--- src/rtl/edge_pkg.sv ---
// Shared definitions for the tick/level edge link: FSM encoding and width helper.
package edge_pkg;

  typedef enum logic {
    StIdle = 1'b0,
    StHold = 1'b1
  } state_e;

  // ceil(log2(v)), but never less than one bit so a counter always exists.
  function automatic int unsigned clog2_min1(input int unsigned v);
    return ($clog2(v) < 1) ? 1 : $clog2(v);
  endfunction

endpackage

--- src/rtl/hold_timer.sv ---
// Loadable down-counter that stops at zero and flags the zero count as expired.
module hold_timer #(
  parameter int unsigned W = 2
) (
  input  logic         clk,
  input  logic         reset,
  input  logic         load,
  input  logic [W-1:0] load_val,
  output logic         expired
);

  logic [W-1:0] count_q;

  always_ff @(posedge clk or posedge reset) begin
    if (reset) begin
      count_q <= '0;
    end else if (load) begin
      count_q <= load_val;
    end else if (count_q != '0) begin
      count_q <= count_q - W'(1);
    end
  end

  assign expired = (count_q == '0);

endmodule

--- src/rtl/tick_level_generator.sv ---
// Rebuilds a level from transition ticks, enforcing a minimum hold after each flip
// and queueing ticks that arrive during the hold.
module tick_level_generator
  import edge_pkg::*;
#(
  parameter int unsigned MIN_HOLD   = 4,
  parameter int unsigned PEND_W     = 4,
  parameter logic        INIT_LEVEL = 1'b0
) (
  input  logic              clk,
  input  logic              reset,
  input  logic              tick,
  output logic              level,
  output logic              busy,
  output logic [PEND_W-1:0] pending,
  output logic              overflow
);

  localparam int unsigned       CntW     = clog2_min1(MIN_HOLD);
  localparam logic [CntW-1:0]   HoldLoad = CntW'(MIN_HOLD - 1);
  localparam logic [PEND_W-1:0] PendMax  = '1;

  state_e            state_q, state_d;
  logic              level_q;
  logic              busy_q;
  logic              overflow_q;
  logic [PEND_W-1:0] pending_q, pending_d;
  logic              flip;
  logic              drop;
  logic              expired;

  hold_timer #(
    .W(CntW)
  ) u_hold_timer (
    .clk     (clk),
    .reset   (reset),
    .load    (flip),
    .load_val(HoldLoad),
    .expired (expired)
  );

  always_comb begin
    flip      = 1'b0;
    drop      = 1'b0;
    pending_d = pending_q;
    state_d   = state_q;
    unique case (state_q)
      StIdle: begin
        flip    = tick;
        state_d = tick ? StHold : StIdle;
      end
      StHold: begin
        if (expired) begin
          flip = tick || (pending_q != '0);
          // One queued tick is consumed by this flip; a fresh tick replaces it.
          if (pending_q != '0) begin
            pending_d = pending_q - PEND_W'(1) + {{(PEND_W-1){1'b0}}, tick};
          end
          state_d = flip ? StHold : StIdle;
        end else if (tick) begin
          if (pending_q == PendMax) begin
            drop = 1'b1;
          end else begin
            pending_d = pending_q + PEND_W'(1);
          end
        end
      end
      default: state_d = StIdle;
    endcase
  end

  always_ff @(posedge clk or posedge reset) begin
    if (reset) begin
      state_q    <= StIdle;
      level_q    <= INIT_LEVEL;
      pending_q  <= '0;
      busy_q     <= 1'b0;
      overflow_q <= 1'b0;
    end else begin
      state_q    <= state_d;
      level_q    <= level_q ^ flip;
      pending_q  <= pending_d;
      busy_q     <= (state_d == StHold);
      overflow_q <= drop;
    end
  end

  assign level    = level_q;
  assign busy     = busy_q;
  assign pending  = pending_q;
  assign overflow = overflow_q;

endmodule

--- config.mk ---
export PLATFORM = sky130hd
export DESIGN_NAME = tick_level_generator
export DESIGN_NICKNAME = d
export VERILOG_FILES = /design/src/rtl/edge_pkg.sv /design/src/rtl/hold_timer.sv /design/src/rtl/tick_level_generator.sv
export SDC_FILE = /design/constraint.sdc
export NUM_CORES = 1
export LEC_CHECK = 0
export ABC_AREA = 1
export BUFFER_PORTS_ARGS = -buffer_cell sky130_fd_sc_hd__buf_2
export CORE_ASPECT_RATIO = 0.9
export CORE_MARGIN = 2
export CORE_UTILIZATION = 25
export CTS_CLUSTER_DIAMETER = 60
export DETAILED_ROUTE_END_ITERATION = 8
export GPL_ROUTABILITY_DRIVEN = 0
export GPL_TIMING_DRIVEN = 0
export PLACE_DENSITY = 0.44
export SKIP_CTS_REPAIR_TIMING = 1
export SYNTH_ARGS = -nofsm -noshare
export SYNTH_HDL_FRONTEND = slang
export SYNTH_SLANG_ARGS = --single-unit
--- constraint.sdc ---
create_clock -name clk -period 1.69 [get_ports clk]
set_input_delay 0.169 -clock clk [delete_from_list [all_inputs] [get_ports clk]]
set_output_delay 0.169 -clock clk [all_outputs]
set_load 0.005 [all_outputs]
# == Word level (Yosys, flattened, before mapping) ==
# Cells that the tools add are included.
# word_totals
word_cells,37
regBits,9
in_bits,3
out_inout_bits,7
# classes
bitwise,2
n_mux,16
addsub,4
eq_ne,3
n_reduce_logical,7
# ops
cell,n
4-bit 2-to-1 mux,4
1-bit 2-to-1 mux,8
2-bit nonzero test,3
4-bit by 1-bit adder with 4-bit output,1
"4-bit by 1-bit adder with 4-bit output, second input constant",1
"4-bit equality test, second input constant",1
2-bit 2-to-1 mux,2
1-bit one-hot mux with 2 select lines,2
4-bit AND reduction,1
4-bit nonzero test,1
"4-bit by 1-bit subtractor with 4-bit output, second input constant",1
2-bit logical NOT,1
"2-bit by 1-bit != test with 1-bit output, second input constant",1
"2-bit != test, second input constant",1
"2-bit by 1-bit subtractor with 2-bit output, second input constant",1
1-bit logical OR,1
1-bit NOT,1
1-bit bitwise XOR,1

# == Longest topological paths before layout ==
# Gate-level depths: netlist of the first run.
# logic_depth
word_depth,5
depth_mapped,11
depth_no_buf,10

# == Modules after synthesis ==
# A second synthesis of the first run with hierarchy kept.
# hier_totals
hier_cells,79
area_unflattened_um2,595.6
# by_module_without_submodules
mod,seq_area_each_um2,area_each_um2,n_inst,cells_per_inst
tick_level_generator,175.2,473.0,1,62
hold_timer,50.0,122.6,1,17

# == Least setup slack after synthesis of the first run ==
# OpenSTA, ideal clock, no wires.
# synth_path
path_type,register to register
from,reg pending_q[0] (netlist: pending[0])
to,reg pending_q[2] (netlist: pending[2])
n_path_buf,0
setup_ns,0.121
path_stages_with_launch,9
t_required_ns,1.569
arrival_ns,1.158
slack_ns,0.411
period_less_slack_ns,1.279
cell_sequence,dfrtp_1 > inv_1 > ha_1 > ha_1 > xor2_1 > nand2_1 > nand2_1 > nand2_1 > o21ai_1
# synth_between
elab_chain_cells,4
word_cells_on_any_way,12
classes_between,3 x add/sub; 3 x eq/ne; 4 x mux; 2 x reduce/logical
# synth_rtl
element,line,text
from (decl),tick_level_generator.sv:27,"logic [PEND_W-1:0] pending_q, pending_d;"
from (signal assigned),tick_level_generator.sv:82,pending_q <= pending_d;
4-bit by 1-bit subtractor with 4-bit output / 4-bit by 1-bit adder with 4-bit output (equally long branches),"tick_level_generator.sv:57, tick_level_generator.sv:64",
4-bit by 1-bit adder with 4-bit output / 4-bit 2-to-1 mux (equally long branches),"tick_level_generator.sv:57, tick_level_generator.sv:61",
4-bit 2-to-1 mux (on tied branches),"tick_level_generator.sv:56, tick_level_generator.sv:60",
4-bit 2-to-1 mux,tick_level_generator.sv:53,if (expired) begin
# Parallel ways exist; a longest one is shown, timed or not. The select of a mux whose other input is x is not followed.
# A chain may end at the register's enable or synchronous reset.

# == Worst setup path after layout of the first run ==
# Same ends and word-level chain as after synthesis.

==> results of run 1 <==
-- Yosys cell counts, drive strengths merged --
master,count,area [µm²]
o21ai,5,25.0
nand3,6,40.0
nand3b,1,7.51
nand4,2,12.5
buf,1,11.3
xor2,2,17.5
ha,5,62.6
dfrtp,9,225
inv,13,48.8
nor2,1,11.3
o211ai,1,7.51
nor3,1,5.00
nand2,23,98.8
-- per-layer routing --
metal  GRT usage [%]  vias to the layer above  part of all wire (%)
met5               0                        -                     0
met4            2.50                        0                  0.70
met3            5.83                        2                   6.2
met2            13.3                        9                    43
met1            14.2                      217                    50
li1                -                      250                     -
-- cells by family after synthesis --
logic type | share of synthesized area [%]
buf+inv | 10.5
xor+xnor | 3.06
flops | 39.3
fa+ha+maj | 10.9
simple gates | 30.6
compound gates | 5.68
-- registers in the layout, summed over array words and instances (netlist names) --
register and cells:
pending 4, u_hold_timer.count_q 2, busy 1, level 1, overflow 1
-- power groups by stage --
stage	logic [µW]	clock network [µW]	registers [µW]
floorplan	504	0	382
global placement	658	0	390
detailed placement	667	0	389
CTS	675	175	387
global route	774	193	398
finish	665	166	385
-- metrics by stage --
stage | std cells | hold slack [ns] | setup slack [ns] | area, µm²
2_1_floorplan | 70 | -0.00308 | 0.411 | 573
3_3_place_gp | 106 | 0.163 | 0.322 | 652
3_5_place_dp | 106 | 0.159 | 0.323 | 652
4_1_cts | 110 | -0.123 | 0.306 | 678
5_1_grt | 111 | 0.208 | 0.178 | 688
6_report | 111 | 0.201 | 0.310 | 688
-- worst min-delay path by stage --
stage,cells past startpoint,slack [ns],from,end
final,3,0.20,tick,busy
after global routing,3,0.21,tick,busy
after CTS,2,-0.12,reset,overflow
after detailed placement,2,0.16,reset,overflow
after global placement,2,0.16,reset,level
after floorplan,1,-0.003,reset,busy
-- final cells by class --
type / count / area (µm²) / area share, %
Timing Repair Buffer: 10 / 55.1 / 8.00
Tap cell: 27 / 33.8 / 4.91
Sequential cell: 9 / 225 / 32.7
Buffer: 1 / 11.3 / 1.64
Inverter: 13 / 48.8 / 7.09
Clock buffer: 4 / 26.3 / 3.82
Multi-Input combinational cell: 47 / 288 / 41.8
-- worst max-delay path, stage by stage (launching register included) --
cell and delay [ns]:
dfrtp_1 0.41, inv_1 0.11, ha_1 0.21, ha_1 0.19
xor2_1 0.14, nand2_1 0.06, nand2_1 0.05, nand2_1 0.05
o21ai_1 0.06
==> qor.json, run 1 <==
{
  "detailed_routing": {
    "route.detailed.wl_per_inst_um": 10.3,
    "post-route-drc-count": 0,
    "totalWireLength_mm": 1.14,
    "total_number_of_vias": 478,
    "starting_drt_drc_count": 14,
    "antenna_violation_net_count_after_detailed_routing": 0,
    "dr.pass1.iters": 4,
    "viasPerCell": 4.31
  },
  "synth": {
    "netlist-cell-type-count": 18,
    "yosysSeqAreaShare_pct": 39.3,
    "postSynthAreaPerCell_um2": 8.19,
    "yosysWarningCount": 0,
    "synthesis.instances": 70,
    "syn_nets": 78,
    "syn_area_um2": 573,
    "ys_ff_latch": 9
  },
  "critical_path": {
    "r2r_end": "pending[2]",
    "worstSetupEndpoint": "pending[2]",
    "cp_data_arrival_time_ns": 1.52,
    "critical_path_required_ns": 1.84,
    "r2r_slack_ns": 0.31,
    "path_class": "flop to flop",
    "startpoint": "pending[0]",
    "crit-reg2reg-launch": "pending[0]",
    "crit_path_start_kind": "flop",
    "timing.reg2reg.worst_path_depth": 8,
    "timing.critical_path.fanout_max": 4,
    "worstSetupEndpointType": "flop"
  },
  "power": {
    "clkPwrFrac_pct": 13.7,
    "total_power_uw": 1220,
    "p_per_area_nw_per_um2": 1770,
    "power.static_leakage_uw": 0.000388,
    "p_sw_share_pct": 44.5,
    "p_seq_share_pct": 31.6,
    "cell_internal_pwr_uw": 675,
    "comb_power_share_pct": 54.7,
    "worst_ir_drop_vdd_v": 0.000668,
    "power.switching_uw": 541
  },
  "clock_network": {
    "path_clk_slew_ns": 0.06,
    "clk_latency_ns": 0.26,
    "htree_levels": 1,
    "numCtsBuffers": 3,
    "cts.path.max_buffers": 2,
    "cts_tree": "built",
    "clock-sinks": 9,
    "clock_tree_root_driver_cell": "clkbuf_4"
  },
  "finish": {
    "final_cell_mix": "nand2_1, inv_1, dfrtp_1, buf_2, ha_1",
    "layout-drive-gt1-share_pct": 25.0,
    "num-nets-final": 93,
    "fillerInstances": 234,
    "num_antenna_cells": 0,
    "utilization_pct": 31.5,
    "most_common_cell_after_layout_fill_and_taps_aside": "nand2_1",
    "layout-area-overhead-vs-synth_pct": 20.1
  },
  "timing": {
    "max_freq_ghz": 0.725,
    "worstMarginPinSlew_ns": 0.387,
    "worst_slew_margin_rel_pct": 74.2,
    "setup_viol_count_final": 0,
    "setup_tns_ns": 0,
    "worst_clock_skew_ns": 0.000897,
    "final.min_clock_period_ns": 1.38,
    "timing.final.hold_violations": 0,
    "unrepaired_setup_endpoints_after_global_routing": "false",
    "layout_worst_path_cycle_share_pct": 81.6,
    "report.final.slew_viol_count": 0
  },
  "grt": {
    "maximum_number_of_pins_on_one_net_before_global_route_repair": 10,
    "antenna_found_initial": 0,
    "first_pass_grt_wire_length_mm": 1.87,
    "number_of_global_route_vias_before_repair": 400,
    "overflow": 0,
    "track_usage_pct": 10.2
  },
  "die": {
    "row_count": 16,
    "top_level_i_o_count": 10,
    "core-area_um2": 2180,
    "start_util_pct": 26.3,
    "die_area_um2": 2690,
    "die_height_um": 49.4,
    "die_width_um": 54.5
  },
  "status": {
    "status": "completed"
  },
  "worst_hold_path": {
    "timing.hold.worst.class": "primary input to flop"
  },
  "job": {
    "maxCapViolCount": 0
  },
  "place": {
    "post-dp-hpwl_um": 879,
    "port_buffers": 9
  }
}
Power figures use the tool's default switching activity.
==> inputs of run 2 (changes only) <==
--- a/config.mk
+++ b/config.mk
@@ -5,7 +5,7 @@
 export SDC_FILE = /design/constraint.sdc
 export NUM_CORES = 1
 export LEC_CHECK = 0
-export ABC_AREA = 1
+export ABC_AREA = 0
 export BUFFER_PORTS_ARGS = -buffer_cell sky130_fd_sc_hd__buf_2
 export CORE_ASPECT_RATIO = 0.9
 export CORE_MARGIN = 2
@@ -14,7 +14,7 @@
 export DETAILED_ROUTE_END_ITERATION = 8
 export GPL_ROUTABILITY_DRIVEN = 0
 export GPL_TIMING_DRIVEN = 0
-export PLACE_DENSITY = 0.44
+export PLACE_DENSITY = 0.46
 export SKIP_CTS_REPAIR_TIMING = 1
 export SYNTH_ARGS = -nofsm -noshare
 export SYNTH_HDL_FRONTEND = slang
==> constraint.sdc (replaced) <==
create_clock -name clk -period 1.15 [get_ports clk]
set_input_delay 0.115 -clock clk [delete_from_list [all_inputs] [get_ports clk]]
set_output_delay 0.115 -clock clk [all_outputs]
set_load 0.005 [all_outputs]
==> qor.json, run 2 <==
{
  "status": {
    "status": "finished with violations",
    "violated_checks": "setup timing"
  },
  "timing": {
    "report.final.slew_viol_count": {"value": 0, "change": "unchanged"},
    "setup_viol_count_final": {"value": 8, "change": "+8"},
    "setup_tns": {"value": -2.36, "unit": "ns", "change": "-2.36 ns"},
    "final.min_clock_period": {"value": 1.53, "unit": "ns", "change": "+0.148 ns"},
    "unrepaired_setup_endpoints_after_global_routing": "true",
    "final.setup.worst_slack": {"value": -0.378, "unit": "ns", "change": "-0.688 ns"},
    "worstMarginPinSlew": {"value": 0.366, "unit": "ns", "change": "-0.0212 ns"},
    "layout_worst_path_cycle_share": {"value": 133, "unit": "%", "change": "+51 points"},
    "max_freq": {"value": 0.654, "unit": "GHz", "change": "-9.7%"},
    "worst_clock_skew": {"value": 0.000408, "unit": "ns", "change": "-0.000488 ns"},
    "timing.final.hold_violations": {"value": 0, "change": "unchanged"},
    "worst_slew_margin_rel": {"value": 75.6, "unit": "%", "change": "+1.4 points"}
  },
  "grt": {
    "overflow": {"value": 0, "change": "unchanged"},
    "maximum_number_of_pins_on_one_net_before_global_route_repair": {"value": 10, "change": "unchanged"},
    "antenna_found_initial": {"value": 0, "change": "unchanged"},
    "first_pass_grt_wire_length": {"value": 1.73, "unit": "mm", "change": "-7.4%"},
    "number_of_global_route_vias_before_repair": {"value": 380, "change": "-5.0%"},
    "track_usage": {"value": 10.4, "unit": "%", "change": "+0.26 points"}
  },
  "synth": {
    "synth.most_common_cell": "dfrtp_1",
    "yosysWarningCount": {"value": 0, "change": "unchanged"},
    "synthesis.instances": {"value": 52, "change": "-26%"},
    "ys_ff_latch": {"value": 9, "change": "unchanged"},
    "syn_area": {"value": 538, "unit": "µm²", "change": "-6.1%"},
    "number_of_synthesized_flops_with_an_enable_pin": {"value": 0, "change": "unchanged"},
    "netlist.area_leader.share": {"value": 41.9, "unit": "%", "change": "+2.6 points"},
    "syn_nets": {"value": 60, "change": "-23%"},
    "post_synth_main_area_contributors": "dfrtp_1, ha_1, inv_1, o32a_4, o21ai_0",
    "synthDominantAreaCellType": "dfrtp_1",
    "yosysSeqAreaShare": {"value": 41.9, "unit": "%", "change": "+2.6 points"},
    "synth_async_sr_flop_share": {"value": 100, "unit": "%", "change": "unchanged"},
    "netlist-cell-type-count": {"value": 24, "change": "+6"},
    "synth.cells.most_frequent": "dfrtp_1, inv_1, ha_1",
    "postSynthAreaPerCell": {"value": 10.3, "unit": "µm²", "change": "+26%"},
    "ys_dominant_reg_cell": "dfrtp_1"
  },
  "detailed_routing": {
    "dr.pass1.iters": {"value": 3, "change": "-1"},
    "antenna_violation_net_count_after_detailed_routing": {"value": 0, "change": "unchanged"},
    "post-route-drc-count": {"value": 0, "change": "unchanged"},
    "total_number_of_vias": {"value": 419, "change": "-12%"},
    "starting_drt_drc_count": {"value": 3, "change": "-11"},
    "totalWireLength": {"value": 1.07, "unit": "mm", "change": "-6.1%"},
    "route.detailed.wl_per_inst": {"value": 11.3, "unit": "µm", "change": "+9.8%"},
    "viasPerCell": {"value": 4.41, "change": "+2.4%"}
  },
  "die": {
    "core-area": {"value": 1970, "unit": "µm²", "change": "-9.7%"},
    "top_level_i_o_count": {"value": 10, "change": "unchanged"},
    "row_count": {"value": 15, "change": "-1"},
    "die_width": {"value": 52.9, "unit": "µm", "change": "-2.9%"},
    "start_util": {"value": 27.3, "unit": "%", "change": "+1.0 points"},
    "die_area": {"value": 2540, "unit": "µm²", "change": "-5.6%"},
    "die_height": {"value": 48.0, "unit": "µm", "change": "-2.9%"}
  },
  "clock_network": {
    "htree_levels": {"value": 1, "change": "unchanged"},
    "cts_tree": "built",
    "clock_tree_root_driver_cell": "clkbuf_4",
    "cts.path.max_buffers": {"value": 2, "change": "unchanged"},
    "path_clk_slew": {"value": 0.06, "unit": "ns", "change": "about the same"},
    "numCtsBuffers": {"value": 3, "change": "unchanged"},
    "clk_latency": {"value": 0.26, "unit": "ns", "change": "about the same"},
    "clock-sinks": {"value": 9, "change": "unchanged"}
  },
  "finish": {
    "final_cell_count_no_fill": {"value": 95, "change": "-14%"},
    "layout-area-overhead-vs-synth_pct": 31.6,
    "fillerInstances": {"value": 211, "change": "-9.8%"},
    "layout-drive-gt1-share": {"value": 40.0, "unit": "%", "change": "+15 points"},
    "utilization": {"value": 35.9, "unit": "%", "change": "+4.4 points"},
    "largest_register_ffs": {"value": 4, "change": "unchanged"},
    "final_cell_mix": "buf_2, dfrtp_1, inv_1, buf_4",
    "num-nets-final": {"value": 79, "change": "-15%"},
    "num_antenna_cells": {"value": 0, "change": "unchanged"},
    "most_common_cell_after_layout_fill_and_taps_aside": "buf_2"
  },
  "worst_hold_path": {
    "worst_hold_path.endpoint": "busy",
    "hp_start": "tick",
    "timing.hold.worst.class": "primary input to flop",
    "hold-path-cell-count": {"value": 3, "change": "unchanged"}
  },
  "critical_path": {
    "path_class": "flop to flop",
    "timing.reg2reg.worst_path_depth": {"value": 7, "change": "-1"},
    "worstSetupEndpointType": "flop",
    "r2r_end": "pending[1]",
    "crit_path_start_kind": "flop",
    "crit-reg2reg-launch": "u_hold_timer.count_q[0]",
    "cp_data_arrival_time": {"value": 1.67, "unit": "ns", "change": "+0.15 ns"},
    "critical_path_required": {"value": 1.30, "unit": "ns", "change": "-0.54 ns"},
    "r2r_slack": {"value": -0.38, "unit": "ns", "change": "-0.69 ns"},
    "timing.critical_path.fanout_max": {"value": 6, "change": "+2"}
  },
  "place": {
    "placed_cells_incl_taps": {"value": 86, "change": "-19%"},
    "dpl_worst_slack": {"value": -0.441, "unit": "ns", "change": "-0.765 ns"},
    "post-dp-hpwl": {"value": 771, "unit": "µm", "change": "-12%"},
    "port_buffers": {"value": 9, "change": "unchanged"}
  },
  "job": {
    "maxCapViolCount": {"value": 0, "change": "unchanged"}
  },
  "power": {
    "power.static_leakage": {"value": 0.000344, "unit": "µW", "change": "-11%"},
    "worst_ir_drop_vdd": {"value": 0.00102, "unit": "V", "change": "+53%"},
    "p_per_area": {"value": 2760, "unit": "nW/µm²", "change": "+56%"}
  }
}
-- run 2: cell types whose count changed after synthesis, moves of 3 or more --
cell,previous run,this run
nand3_1,4,1
o21ai_1,3,0
inv_1,11,8
nand2_1,20,2
-- run 2: area by class of cell --
type / instances / area [µm²] / share of cell area [%]
flip-flops and latches: 9 / 226 / 32.0
repair buffers: 14 / 85.1 / 12.0
plain buffers: 1 / 11.3 / 1.59
well taps: 25 / 31.3 / 4.42
inverters: 9 / 41.3 / 5.83
clock buffers: 4 / 26.3 / 3.71
multi-input cells: 33 / 287 / 40.5
-- run 2: critical path, cell delays in order, from the launching register on --
cell and delay [ns]:
dfrtp_1 0.39, inv_1 0.07, ha_2 0.17, buf_6 0.12, inv_8 0.03, o32a_4 0.41, a211oi_2 0.17, a21oi_1 0.06
-- run 2: routing by layer --
metal,routed length (µm),global-route usage (%)
met4,15,4.62
met3,46,6.56
met1,530,12.8
met5,0,0
met2,479,14.5
-- run 2: how the worst max path moves through the flow --
stage                       to                     from  cells past startpoint  slack [ns]
finish              pending[1]  u_hold_timer.count_q[0]                      7       -0.38
global route        pending[3]  u_hold_timer.count_q[0]                      7       -0.48
CTS                 pending[3]               pending[0]                      6       -0.46
detailed placement  pending[3]               pending[0]                      6       -0.44
global placement    pending[3]               pending[0]                      6       -0.42
floorplan           pending[3]               pending[0]                      6       -0.35
-- run 2: power breakdown --
| group | total, µW | internal [µW] | switching, µW |
|---|---|---|---|
| combinational | 1090 | 577 | 511 |
| sequential | 620 | 465 | 155 |
| clock | 250 | 134 | 115 |
-- run 2: kinds of logic after synthesis --
family	Yosys count	share of synthesized area [%]
multiplexers	2	3.95
flip-flops	9	41.9
buffers and inverters	10	8.84
XOR/XNOR	4	6.51
AND/OR/NAND/NOR	12	12.8
adder cells (fa/ha/maj)	5	11.6
AO/OA/AOI/OAI	10	14.4
-- run 2: stage by stage --
| stage | area (µm²) | hold slack (ns) | total power, µW |
|---|---|---|---|
| 6_report | 708 | 0.0983 | 1960 |
| 5_1_grt | 708 | 0.101 | 2160 |
| 4_1_cts | 659 | -0.174 | 1870 |
| 3_5_place_dp | 633 | 0.114 | 1600 |
| 3_3_place_gp | 633 | 0.112 | 1580 |
| 2_1_floorplan | 557 | -0.0571 | 1350 |
==> inputs of run 3 (changes only) <==
--- a/config.mk
+++ b/config.mk
@@ -9,12 +9,12 @@
 export BUFFER_PORTS_ARGS = -buffer_cell sky130_fd_sc_hd__buf_2
 export CORE_ASPECT_RATIO = 0.9
 export CORE_MARGIN = 2
-export CORE_UTILIZATION = 25
+export CORE_UTILIZATION = 35
 export CTS_CLUSTER_DIAMETER = 60
 export DETAILED_ROUTE_END_ITERATION = 8
 export GPL_ROUTABILITY_DRIVEN = 0
 export GPL_TIMING_DRIVEN = 0
-export PLACE_DENSITY = 0.46
+export PLACE_DENSITY = 0.57
 export SKIP_CTS_REPAIR_TIMING = 1
 export SYNTH_ARGS = -nofsm -noshare
 export SYNTH_HDL_FRONTEND = slang
==> constraint.sdc (replaced) <==
create_clock -name clk -period 1.6 [get_ports clk]
set_input_delay 0.16 -clock clk [delete_from_list [all_inputs] [get_ports clk]]
set_output_delay 0.16 -clock clk [all_outputs]
set_load 0.005 [all_outputs]
==> qor.json, run 3 (synthesized netlist as in run 2, its figures left out) <==
{
  "power": {
    "power.static_leakage": {"value": 0.000342, "unit": "µW", "change": "-0.74%"},
    "worst_ir_drop_vdd": {"value": 0.000978, "unit": "V", "change": "-4.5%"},
    "clkPwrFrac": {"value": 13.0, "unit": "%", "change": "+0.3 points"},
    "cell_internal_pwr": {"value": 829, "unit": "µW", "change": "-30%"},
    "total_power": {"value": 1370, "unit": "µW", "change": "-30%"},
    "p_seq_share": {"value": 32.3, "unit": "%", "change": "+0.6 points"},
    "p_sw_share": {"value": 39.6, "unit": "%", "change": "-0.31 points"},
    "power.switching": {"value": 544, "unit": "µW", "change": "-30%"},
    "p_per_area": {"value": 2000, "unit": "nW/µm²", "change": "-28%"},
    "comb_power_share": {"value": 54.7, "unit": "%", "change": "-0.9 points"}
  },
  "critical_path": {
    "path_class": "flop to flop",
    "timing.reg2reg.worst_path_depth": {"value": 6, "change": "-1"},
    "r2r_slack": {"value": 0.09, "unit": "ns", "change": "+0.46 ns"},
    "timing.critical_path.fanout_max": {"value": 6, "change": "unchanged"},
    "crit-reg2reg-launch": "pending[1]",
    "critical_path_required": {"value": 1.80, "unit": "ns", "change": "+0.50 ns"},
    "worstSetupEndpointType": "flop",
    "r2r_end": "pending[0]",
    "cp_data_arrival_time": {"value": 1.71, "unit": "ns", "change": "+0.04 ns"},
    "crit_path_start_kind": "flop"
  },
  "finish": {
    "num_antenna_cells": {"value": 0, "change": "unchanged"},
    "layout-area-overhead-vs-synth_pct": 27.7,
    "final_cell_mix": "buf_2, dfrtp_1, inv_1, ha_1, buf_4",
    "area.sequential": {"value": 226, "unit": "µm²", "change": "unchanged"},
    "utilization": {"value": 47.5, "unit": "%", "change": "+12 points"},
    "layout-drive-gt1-share": {"value": 40.0, "unit": "%", "change": "unchanged"},
    "fillerInstances": {"value": 138, "change": "-35%"},
    "largest_register_ffs": {"value": 4, "change": "unchanged"},
    "multi_input_area": {"value": 278, "unit": "µm²", "change": "-3.1%"},
    "final_area": {"value": 687, "unit": "µm²", "change": "-3.0%"},
    "most_common_cell_after_layout_fill_and_taps_aside": "buf_2",
    "num-nets-final": {"value": 79, "change": "unchanged"}
  },
  "worst_hold_path": {
    "hp_start": "tick",
    "hold-path-cell-count": {"value": 3, "change": "unchanged"},
    "worst_hold_path.endpoint": "busy",
    "timing.hold.worst.class": "primary input to flop"
  },
  "die": {
    "die_area": {"value": 1870, "unit": "µm²", "change": "-26%"},
    "core-area": {"value": 1450, "unit": "µm²", "change": "-27%"},
    "top_level_i_o_count": {"value": 10, "change": "unchanged"},
    "die_height": {"value": 41.2, "unit": "µm", "change": "-14%"},
    "row_count": {"value": 13, "change": "-2"},
    "die_width": {"value": 45.3, "unit": "µm", "change": "-14%"},
    "start_util": {"value": 37.2, "unit": "%", "change": "+9.9 points"}
  },
  "place": {
    "post-dp-hpwl": {"value": 687, "unit": "µm", "change": "-11%"},
    "place_area": {"value": 602, "unit": "µm²", "change": "-4.9%"},
    "port_buffers": {"value": 9, "change": "unchanged"}
  },
  "clock_network": {
    "cts_tree": "built",
    "path_clk_slew": {"value": 0.06, "unit": "ns", "change": "about the same"},
    "clk_latency": {"value": 0.26, "unit": "ns", "change": "about the same"},
    "htree_levels": {"value": 1, "change": "unchanged"},
    "cts.path.max_buffers": {"value": 2, "change": "unchanged"},
    "clock-sinks": {"value": 9, "change": "unchanged"},
    "numCtsBuffers": {"value": 3, "change": "unchanged"},
    "clock_tree_root_driver_cell": "clkbuf_4"
  },
  "timing": {
    "worst_slew_margin_rel": {"value": 76.9, "unit": "%", "change": "+1.3 points"},
    "unrepaired_setup_endpoints_after_global_routing": "true",
    "layout_worst_path_cycle_share": {"value": 94.6, "unit": "%", "change": "-38 points"},
    "setup_viol_count_final": {"value": 0, "change": "-8"},
    "worstMarginPinSlew": {"value": 0.346, "unit": "ns", "change": "-0.0201 ns"},
    "final.min_clock_period": {"value": 1.51, "unit": "ns", "change": "-0.0138 ns"},
    "timing.final.hold_violations": {"value": 0, "change": "unchanged"},
    "max_freq": {"value": 0.660, "unit": "GHz", "change": "+0.91%"},
    "report.final.slew_viol_count": {"value": 0, "change": "unchanged"},
    "worst_clock_skew": {"value": 0.000365, "unit": "ns", "change": "-0.0000433 ns"},
    "hold-worst-slack": {"value": 0.146, "unit": "ns", "change": "+0.0479 ns"}
  },
  "grt": {
    "antenna_found_initial": {"value": 0, "change": "unchanged"},
    "number_of_global_route_vias_before_repair": {"value": 378, "change": "-0.53%"},
    "maximum_number_of_pins_on_one_net_before_global_route_repair": {"value": 10, "change": "unchanged"},
    "track_usage": {"value": 13.4, "unit": "%", "change": "+2.9 points"},
    "first_pass_grt_wire_length": {"value": 1.65, "unit": "mm", "change": "-4.7%"},
    "overflow": {"value": 0, "change": "unchanged"}
  },
  "detailed_routing": {
    "antenna_violation_net_count_after_detailed_routing": {"value": 0, "change": "unchanged"},
    "dr.pass1.iters": {"value": 4, "change": "+1"},
    "post-route-drc-count": {"value": 0, "change": "unchanged"},
    "starting_drt_drc_count": {"value": 6, "change": "+3"},
    "route.detailed.wl_per_inst": {"value": 11.6, "unit": "µm", "change": "+2.9%"},
    "totalWireLength": {"value": 986, "unit": "µm", "change": "-7.9%"},
    "total_number_of_vias": {"value": 437, "change": "+4.3%"},
    "viasPerCell": {"value": 5.14, "change": "+17%"}
  },
  "job": {
    "maxCapViolCount": {"value": 0, "change": "unchanged"}
  },
  "status": {
    "status": "completed"
  }
}
[run 3: cell counts in the layout (fill, tap and decap cells not counted)]
Identical to the previous run, type by type.
[run 3: worst max-delay path by stage]
stage | start | end | cells after the start
finish | pending[1] | pending[0] | 6
global route | pending[1] | pending[3] | 6
CTS | pending[0] | pending[1] | 6
detailed placement | pending[0] | pending[1] | 6
global placement | pending[0] | pending[1] | 6
floorplan | pending[0] | pending[1] | 6
[run 3: cell type report]
class	count	area share (%)
Multi-Input combinational cell	33	40.4
Timing Repair Buffer	14	12.4
Buffer	1	1.64
Inverter	9	6.01
Clock buffer	4	3.83
Tap cell	15	2.73
Sequential cell	9	33.0
[run 3: critical path, cell delays in order (launching register included)]
cell	delay, ns
dfrtp_1	0.39
inv_2	0.07
ha_1	0.19
nor3b_2	0.17
o32a_4	0.36
a21oi_1	0.13
o22a_1	0.14
[run 3: power by group through the flow]
stage / clock network, µW / logic (µW) / registers (µW)
finish: 178 / 751 / 443
global placement: 0 / 636 / 431
CTS: 188 / 657 / 430
detailed placement: 0 / 652 / 431
floorplan: 0 / 491 / 425
global route: 201 / 861 / 459
[run 3: stage by stage]
stage / TNS (ns) / cells / setup slack [ns]
2_1_floorplan: 0 / 52 / 0.0682
3_3_place_gp: -0.0142 / 76 / -0.0142
3_5_place_dp: -0.0151 / 76 / -0.0151
4_1_cts: -0.0256 / 80 / -0.0256
5_1_grt: -0.0464 / 85 / -0.0281
6_report: 0 / 85 / 0.0859
[run 3: routing by layer]
metal  GRT usage, %  wire length [µm]  vias to the layer above  part of all wire, %
met5              0                 0                        -                    0
met4           6.62                19                        0                  1.9
met3           6.61                45                        4                  4.6
met2           21.1               462                       10                   47
met1           15.1               459                      206                   47
li1               -                 -                      217                    -
